[src/rtl/lift_pkg.sv]
// lift_pkg: shared widths, defaults and state encoding for the lift scheduler
package lift_pkg;
  localparam int FLOOR_W = 4;
  localparam int NUM_FLOORS_DEF = 15;
  localparam int FLOOR_SPAN = 1 << FLOOR_W;
  typedef enum logic [1:0] {IDLE, MOVE_UP, MOVE_DOWN, DOOR} lift_state_t;
endpackage

[src/rtl/lift_pending_search.sv]
// lift_pending_search: nearest pending floor strictly above and strictly below cur_floor
module lift_pending_search
  import lift_pkg::*;
#(
  parameter int NUM_FLOORS = NUM_FLOORS_DEF
) (
  input  logic [NUM_FLOORS-1:0] pending,
  input  logic [FLOOR_W-1:0]    cur_floor,
  output logic [FLOOR_W-1:0]    next_above,
  output logic [FLOOR_W-1:0]    next_below,
  output logic                  found_above,
  output logic                  found_below
);
  always_comb begin
    found_above = 1'b0;
    next_above  = '0;
    found_below = 1'b0;
    next_below  = '0;
    for (int i = NUM_FLOORS - 1; i >= 0; i--)
      if (pending[i] && i > int'(cur_floor)) begin
        found_above = 1'b1;
        next_above  = FLOOR_W'(i);
      end
    for (int i = 0; i < NUM_FLOORS; i++)
      if (pending[i] && i < int'(cur_floor)) begin
        found_below = 1'b1;
        next_below  = FLOOR_W'(i);
      end
  end
endmodule

[src/rtl/lift_request_scheduler.sv]
// lift_request_scheduler: SCAN-style lift request scheduler with door dwell timing
// Optional emergency recall to floor 0 is enabled by defining LIFT_SCHED_EMERGENCY_EN.
module lift_request_scheduler
  import lift_pkg::*;
#(
  parameter int NUM_FLOORS  = NUM_FLOORS_DEF,
  parameter int DWELL_TICKS = 100_000_000
) (
  input  logic                  clk,
  input  logic                  rst,
  input  logic                  req_valid,
  input  logic [FLOOR_W-1:0]    req_floor,
  input  logic [FLOOR_W-1:0]    cur_floor,
`ifdef LIFT_SCHED_EMERGENCY_EN
  input  logic                  emergency,
`endif
  output logic [FLOOR_W-1:0]    target_floor,
  output logic [NUM_FLOORS-1:0] pending,
  output logic                  dir_up,
  output logic                  door_open,
  output logic                  busy,
  output logic                  req_err
);
  localparam logic [31:0] DWELL_LAST = 32'(DWELL_TICKS - 1);
  lift_state_t state, state_n, resume;
  logic [FLOOR_W-1:0] next_above, next_below, target_n, up_dist, down_dist;
  logic found_above, found_below, at_cur, req_ok, door_reload, emg;
  logic [FLOOR_SPAN-1:0] pend_x;
  logic [NUM_FLOORS-1:0] set_mask, clr_mask;
  logic [31:0] dwell;

  lift_pending_search #(.NUM_FLOORS(NUM_FLOORS)) u_search (
    .pending     (pending),
    .cur_floor   (cur_floor),
    .next_above  (next_above),
    .next_below  (next_below),
    .found_above (found_above),
    .found_below (found_below)
  );

`ifdef LIFT_SCHED_EMERGENCY_EN
  logic emg_q;
  assign emg = emergency;
  always_ff @(posedge clk or posedge rst)
    if (rst) emg_q <= 1'b0;
    else emg_q <= emergency;
`else
  assign emg = 1'b0;
`endif

  // padded copy so an out-of-range cur_floor reads as "not pending"
  assign pend_x      = FLOOR_SPAN'(pending);
  assign at_cur      = pend_x[cur_floor];
  assign up_dist     = next_above - cur_floor;
  assign down_dist   = cur_floor - next_below;
  assign req_ok      = req_valid && int'(req_floor) < NUM_FLOORS && !emg;
  assign door_reload = state == DOOR && req_ok && req_floor == cur_floor;
  assign set_mask    = (req_ok && !door_reload) ? NUM_FLOORS'(1) << req_floor : '0;
  assign clr_mask    = (state_n == DOOR && state != DOOR) ? NUM_FLOORS'(1) << cur_floor : '0;

  always_comb begin
    resume  = dir_up ? (found_above ? MOVE_UP : found_below ? MOVE_DOWN : IDLE)
                     : (found_below ? MOVE_DOWN : found_above ? MOVE_UP : IDLE);
    state_n = state;
    case (state)
      IDLE:      state_n = at_cur ? DOOR
                         : (found_above && (!found_below || up_dist <= down_dist)) ? MOVE_UP
                         : found_below ? MOVE_DOWN : IDLE;
      MOVE_UP,
      MOVE_DOWN: state_n = at_cur ? DOOR : resume;
      DOOR:      state_n = (door_reload || dwell != DWELL_LAST) ? DOOR : resume;
    endcase
`ifdef LIFT_SCHED_EMERGENCY_EN
    if (emergency) state_n = cur_floor == '0 ? DOOR : MOVE_DOWN;
    else if (emg_q) state_n = IDLE;
`endif
  end

  assign target_n = emg ? '0
                  : state_n == MOVE_UP   ? next_above
                  : state_n == MOVE_DOWN ? next_below
                  : state_n == DOOR      ? cur_floor : target_floor;

  always_ff @(posedge clk or posedge rst)
    if (rst) begin
      state        <= IDLE;
      pending      <= '0;
      target_floor <= '0;
      dir_up       <= 1'b1;
      door_open    <= 1'b0;
      busy         <= 1'b0;
      req_err      <= 1'b0;
      dwell        <= '0;
    end else begin
      state        <= state_n;
      pending      <= emg ? '0 : (pending | set_mask) & ~clr_mask;
      target_floor <= target_n;
      dir_up       <= emg ? 1'b0 : state_n == MOVE_UP ? 1'b1 : state_n == MOVE_DOWN ? 1'b0 : dir_up;
      door_open    <= state_n == DOOR;
      busy         <= state_n != IDLE;
      req_err      <= req_valid && (int'(req_floor) >= NUM_FLOORS || emg);
      dwell        <= (state_n == DOOR && (state != DOOR || door_reload)) ? '0
                    : (state == DOOR && dwell != DWELL_LAST) ? dwell + 32'd1 : dwell;
    end
endmodule

[config.mk]
export PLATFORM = sky130hd
export DESIGN_NAME = lift_request_scheduler
export DESIGN_NICKNAME = d
export VERILOG_FILES = /design/src/rtl/lift_pkg.sv /design/src/rtl/lift_pending_search.sv /design/src/rtl/lift_request_scheduler.sv
export SDC_FILE = /design/constraint.sdc
export NUM_CORES = 1
export LEC_CHECK = 0
export ABC_AREA = 1
export CAP_MARGIN = 25
export CORE_MARGIN = 1.5
export CORE_UTILIZATION = 59
export DETAILED_ROUTE_END_ITERATION = 6
export GPL_TIMING_DRIVEN = 0
export PLACE_DENSITY = 0.89
export SYNTH_ARGS = -nofsm -noshare
export SYNTH_HDL_FRONTEND = slang
export SYNTH_SLANG_ARGS = --single-unit
[constraint.sdc]
create_clock -name clk -period 5.1 [get_ports clk]
set_clock_uncertainty 0.2 [all_clocks]
set_input_delay 0.765 -clock clk [delete_from_list [all_inputs] [get_ports clk]]
set_output_delay 0.765 -clock clk [all_outputs]
set_load 0.02 [all_outputs]
# == After elaboration in Yosys (flattened, before gate mapping) ==
# Cells that the tools add are included.
# classes
n_shift,2
div,0
bitwise,3
n_mul,0
eq_ne,9
order_cmp,33
muxes,78
reduce_logical,49
add_sub_neg,3
# ops
operator,n
two-way mux 4 bit,24
two-way mux 32 bit,2
logical AND 1 bit,38
two-way mux 1 bit,34
"adder 32 x 1 -> 32 bit, second input constant",1
"!= test 32 x 27 -> 1 bit, second input constant",1
two-way mux 15 bit,2
"left shift 1 x 4 -> 15 bit, first input constant",2
"greater-than comparator 4 bit, first input constant",7
"< comparator 4 bit, first input constant",7
two-way mux 2 bit,10
"greater-than comparator 3 x 4 -> 1 bit, first input constant",4
"< comparator 3 x 4 -> 1 bit, first input constant",4
AND 15 bit,1
inverter 15 bit,1
OR 15 bit,1
two-way mux 3 bit,4
"== test 2 bit, second input constant",4
"greater-than comparator 2 x 4 -> 1 bit, first input constant",2
"< comparator 1 x 4 -> 1 bit, first input constant",2
"< comparator 2 x 4 -> 1 bit, first input constant",2
subtractor 4 bit,2
one-hot mux 2 bit (3 select lines),1
nonzero test 2 bit,3
other kinds (14),18
# word_totals
n_memories,0
output_inout_bits,23
wordCells,185
input_bits,11
regBits,57
romBits,0
latch_bits,0
mem_bits_rw,0

# == Depth between registers and ports, before layout ==
# Gate-level depths: netlist of run 1.
# logic_depth
word_depth,28
ltp_mapped,42
depth_no_buf,41

# == Cells and area by module ==
# A second synthesis of run 1 with hierarchy kept.
# unflattened
cells_unflattened,741
hier_area_um2,4832.1
# by_module_without_submodules
module,instances,area_per_inst_um2,seq_area_each_um2,cells_each
lift_request_scheduler,1,4285.4,1427.6,617
lift_pending_search,1,546.8,0.0,124

# == Least setup slack after synthesis of run 1 ==
# OpenSTA, ideal clock, no wires.
# synth_path
kind,input to register
from,input port cur_floor[1]
to,register dwell[31]
required_ps,4780
path_slack_ps,68
stages,28
arrival_time_ps,4712
n_path_buf,1
setup_ps,120
cell_sequence,buf_2 -> inv_4 -> nand2_4 -> inv_2 -> nand2_1 -> a21oi_1 -> inv_1 -> a31oi_1 -> nor2_1 -> ha_1 -> nand3_1 -> nand2_1 -> xor2_1 -> xor2_1 -> ha_1 -> nand2_1 -> o21ai_0 -> nand3_1 -> a31o_2 -> nand2_1 -> ha_1 -> inv_1 -> nor2_1 -> a21oi_4 -> nand2_4 -> nand4_2 -> and3b_1 -> nor2_1
# synth_via
elab_chain_cells,26
word_cells_on_any_way,141
cone_classes,add/sub: 2; order compare: 30; eq/ne: 2; mux: 70; reduce/logical: 37
# synth_rtl
item,line_no,rtl
from (decl),lift_request_scheduler.sv:13,"input logic [FLOOR_W-1:0] cur_floor,"
greater-than comparator 4 bit / < comparator 1 x 4 -> 1 bit (equally long branches),"lift_pending_search.sv:20, lift_pending_search.sv:25",
"logical AND 1 bit, on equally long branches","lift_pending_search.sv:20, lift_pending_search.sv:25",
two-way mux 4 bit / two-way mux 1 bit (equally long branches),"lift_pending_search.sv:20, lift_pending_search.sv:25",
"two-way mux 4 bit, or another cell as far along (13 in a row)",lift_pending_search.sv:20,if (pending[i] && i > int'(cur_floor)) begin
"subtractor 4 bit, or another cell as far along",lift_request_scheduler.sv:54,assign up_dist = next_above - cur_floor;
<= comparator 4 bit / zero test 1 bit (equally long branches),lift_request_scheduler.sv:67,: (found_above && (!found_below || up_dist <= down_dist)) ? MOVE_UP
logical OR 1 bit,lift_request_scheduler.sv:67,
logical AND 1 bit,lift_request_scheduler.sv:67,
two-way mux 2 bit,lift_request_scheduler.sv:67,
two-way mux 2 bit,lift_request_scheduler.sv:66,IDLE: state_n = at_cur ? DOOR
one-hot mux 2 bit (3 select lines) *,lift_request_scheduler.sv:65,case (state)
net state_n[1],lift_request_scheduler.sv:25,"lift_state_t state, state_n, resume;"
== test 2 bit *,lift_request_scheduler.sv:102,dwell <= (state_n == DOOR && (state != DOOR || door_reload)) ? '0
logical AND 1 bit *,lift_request_scheduler.sv:102,
two-way mux 32 bit / nonzero test 2 bit (equally long branches),--,
to (signal assigned),lift_request_scheduler.sv:102,
to (decl),lift_request_scheduler.sv:30,logic [31:0] dwell;
# The timed path passes the listed nets; every way through them passes the cells marked *. The select of a mux whose other input is x is not followed.
# A chain may end at the register's enable or synchronous reset.

# == Worst setup path in the final report of run 1 ==
# layout_path
from,input port cur_floor[1]
to,register dwell[22]
# The elaborated chain is that of the path after synthesis.

==> results of run 1 <==
## per-layer routing
metal / wire [um] / share of wire [%] / GRT usage [%]
met5: 0 / 0 / 0
met4: 280 / 2.2 / 11.0
met3: 1250 / 9.8 / 8.31
met2: 5630 / 44 / 48.4
met1: 5580 / 44 / 46.7
## worst max-delay path: cells and delay by family
| family | cells | cell delay, ns |
|---|---|---|
| adders and majority gates | 3 | 0.80 |
| and+or+nand+nor | 20 | 1.92 |
| AOI/OAI and AO/OA | 4 | 0.64 |
| buffers and inverters | 4 | 0.47 |
| xor gates and xnor gates | 2 | 0.32 |
## worst paths after layout
kind / startpoint / to / slack (ns) / cells after the start
worst max register to register: pending[6]$_DFF_PP0_ / dwell[22]$_DFFE_PP0P_ / 0.58 / 28
min in group asynchronous: rst / dwell[15]$_DFFE_PP0P_ / 0.60 / 2
worst max-delay path: cur_floor[1] / dwell[22]$_DFFE_PP0P_ / 0.21 / 33
worst min register to register: dir_up$_DFFE_PP1P_ / dir_up$_DFFE_PP1P_ / 0.32 / 2
worst min-delay path: dir_up$_DFFE_PP1P_ / dir_up$_DFFE_PP1P_ / 0.32 / 2
max in group asynchronous: rst / dwell[28]$_DFFE_PP0P_ / 3.52 / 3
## sequential cells by signal (all words and copies together) (netlist names)
| signal | flops |
|---|---|
| state | 2 |
| target_floor | 4 |
| busy | 1 |
| dir_up | 1 |
| door_open | 1 |
| pending | 15 |
| req_err | 1 |
| dwell | 32 |
## layout by cell type, fill, tap and decap left out, types with 3 or more instances in the layout
master,n
nor2_2,4
dfrtp_1,56
xor2_1,14
nand2_1,146
o21ai_1,3
clkbuf_8,10
a21oi_2,4
inv_2,9
o22ai_1,6
nand2_4,4
o31ai_1,8
nor4_1,9
a32oi_1,15
inv_1,69
xnor2_1,3
nor2_1,61
a31oi_1,5
a21oi_1,22
buf_2,3
ha_1,16
o21ai_2,3
o21ai_0,24
clkdlybuf4s50_1,28
buf_4,28
o21a_1,3
clkinvlp_4,6
nor3_1,30
nand3_1,26
buf_6,5
nand2_2,11
nand4_1,16
## kinds of logic after synthesis
group           synth area share [%]
compound gates                  15.2
fa+ha+maj                       5.79
simple gates                    33.9
xor+xnor                        3.41
buf+inv                         8.99
flops                           32.7
## repair_timing
item / in CTS / in global routing
setup endpoints to repair: 51 / 52
resized for setup: 28 / 40
pin swaps: 10 / 19
endpoints found under the hold margin: 0 / 0
buffers inserted: 13 / 15
cloned: 1 / 0
## cell usage after synthesis, types with 3 or more instances
library cell,count
a32oi_1,15
o22ai_1,6
nand4_1,16
nand3_1,26
nor2_1,65
nand2_2,5
o21a_1,3
nor4_1,9
o31ai_1,9
o21ai_0,25
buf_2,4
nand2_1,154
dfrtp_1,56
inv_1,74
ha_1,17
buf_6,3
xnor2_1,3
nor3_1,30
a21oi_1,25
inv_2,9
nand2_4,3
xor2_1,14
a31oi_1,6
o21ai_1,4
## per-stage QoR
step	util, %	instances	power (mW)	hold slack [ns]
4_1_cts	72.1	777	2.71	0.319
3_5_place_dp	67.0	748	2.13	0.308
6_report	74.7	792	2.85	0.320
2_1_floorplan	-	616	1.66	0.268
3_3_place_gp	66.7	747	2.09	0.293
5_1_grt	74.7	792	3.05	0.338
## power breakdown
group / internal [mW] / leakage (nW) / switching [mW]
sequential: 0.558 / 0.718 / 0.101
combinational: 0.706 / 1.60 / 1.10
clock: 0.189 / 0.0805 / 0.200
## cell type report
cell class,count,area (um2),share of cell area (%)
Buffer,8,63.8,1.18
Clock buffer,10,138,2.55
Clock inverter,6,43.8,0.812
Inverter,87,372,6.89
Multi-Input combinational cell,464,2680,49.8
Sequential cell,57,1430,26.5
Tap cell,99,124,2.30
Timing Repair Buffer,61,539,10.0
==> results.py, run 1 <==
metrics = {
    "outcome": {
        "outcome": "complete, no violations",
    },
    "logic_synthesis": {
        "yosysTopAreaCell": "dfrtp_1",
        "yosysTopAreaCellShare_pct": 32.1,
        "synth_seq_cells": 57,
        "yosys_warnings": 0,
        "avgSynthCellArea_um2": 7.09,
        "syn-num-nets": 646,
        "ys_dominant_reg_cell": "dfrtp_1",
        "synth_edf_count": 0,
        "synth_area_um2": 4370,
        "ys_top_cells_by_area": "dfrtp_1 (32%), nand2_1 (13%), inv_1 (6.4%), nor2_1 (5.6%), ha_1 (4.9%)",
        "ys_seq_area_share_pct": 32.7,
        "synthArstFlopShare_pct": 100,
        "syn_inst": 616,
        "synth_cell_types": 51,
    },
    "cts": {
        "clockBufferDepth": 2,
        "root_buffer": "clkbuf_8",
        "ctsHoldBuffers": 0,
        "htree_levels": 3,
        "cts_buffers": 9,
        "cts_tree": "built",
        "cts.sinks": 57,
        "cts.clk_slew.worst_paths_ns": 0.07,
        "clk_latency_ns": 0.35,
    },
    "route": {
        "drt_iter0_drc": 574,
        "vias": 4698,
        "wl_mm": 12.7,
        "vias_per_cell": 5.93,
        "wl_per_cell_um": 16.1,
        "drc": 0,
        "drt-pass1-iter-count": 6,
        "antenna_left": 0,
    },
    "die": {
        "start_util_pct": 60.5,
        "core-area_um2": 7210,
        "dieArea_um2": 7930,
        "die_w_um": 89.0,
        "die_h_um": 89.0,
        "io_pins": 34,
        "num_rows": 31,
    },
    "critical_path": {
        "cp_slowest_cell": "ha_1",
        "worstPathArrival_ns": 4.92,
        "required_ns": 5.14,
        "cp-start-kind": "input port",
        "end_kind": "flip-flop",
        "crit_top_cell": "nand2_1",
        "critPathMaxFanout": 8,
        "slowest_delay_ns": 0.35,
        "critical_path_class": "in -> reg",
    },
    "sta": {
        "max_freq_mhz": 205,
        "setup_tns_ns": 0,
        "finalCritPeriodShare_pct": 95.8,
        "tightest_slew_ns": 0.605,
        "setup_viol": 0,
        "slew_headroom_pct": 59.6,
        "maxSlewViolCount": 0,
        "worst_slack_ns": 0.213,
        "min_period_ns": 4.89,
        "hold_viol_final": 0,
    },
    "placement": {
        "dpl_worst_slack_ns": -1.35,
        "portBuffers": 32,
        "place.gp.congestion": 0.951,
        "post-dp-hpwl_mm": 9.23,
        "place_area_um2": 4830,
    },
    "layout": {
        "antenna_cells": 0,
        "fill_cells": 573,
        "drive_gt1_share_pct": 17.6,
        "final_area_um2": 5390,
        "syn_to_final_growth_pct": 23.4,
        "nets": 718,
    },
    "global_route": {
        "grt_max_degree": 31,
        "grt_usage_pct": 32.7,
        "antenna_found_initial": 0,
        "grt_pass1_wl_mm": 19.7,
        "grt.overflow.total": 0,
        "grt_pass1_vias": 4147,
    },
    "pwr": {
        "powerDensity_nw_per_um2": 529,
        "p_leak_nw": 2.40,
        "vdd.ir_drop.worst_uv": 427,
    },
    "worst_hold_path": {
        "worst_hold_path_type": "reg -> reg",
    },
    "job": {
        "maxCapViolations": 0,
    },
}
(Power assumes the default switching activity.)
==> inputs of run 2 (changes only) <==
Settings changed: CTS_CLUSTER_DIAMETER set to 40, CTS_CLUSTER_SIZE set to 25.
==> results of run 2 <==
No change in the layout: final DEF, timing and power equal those of run 1.
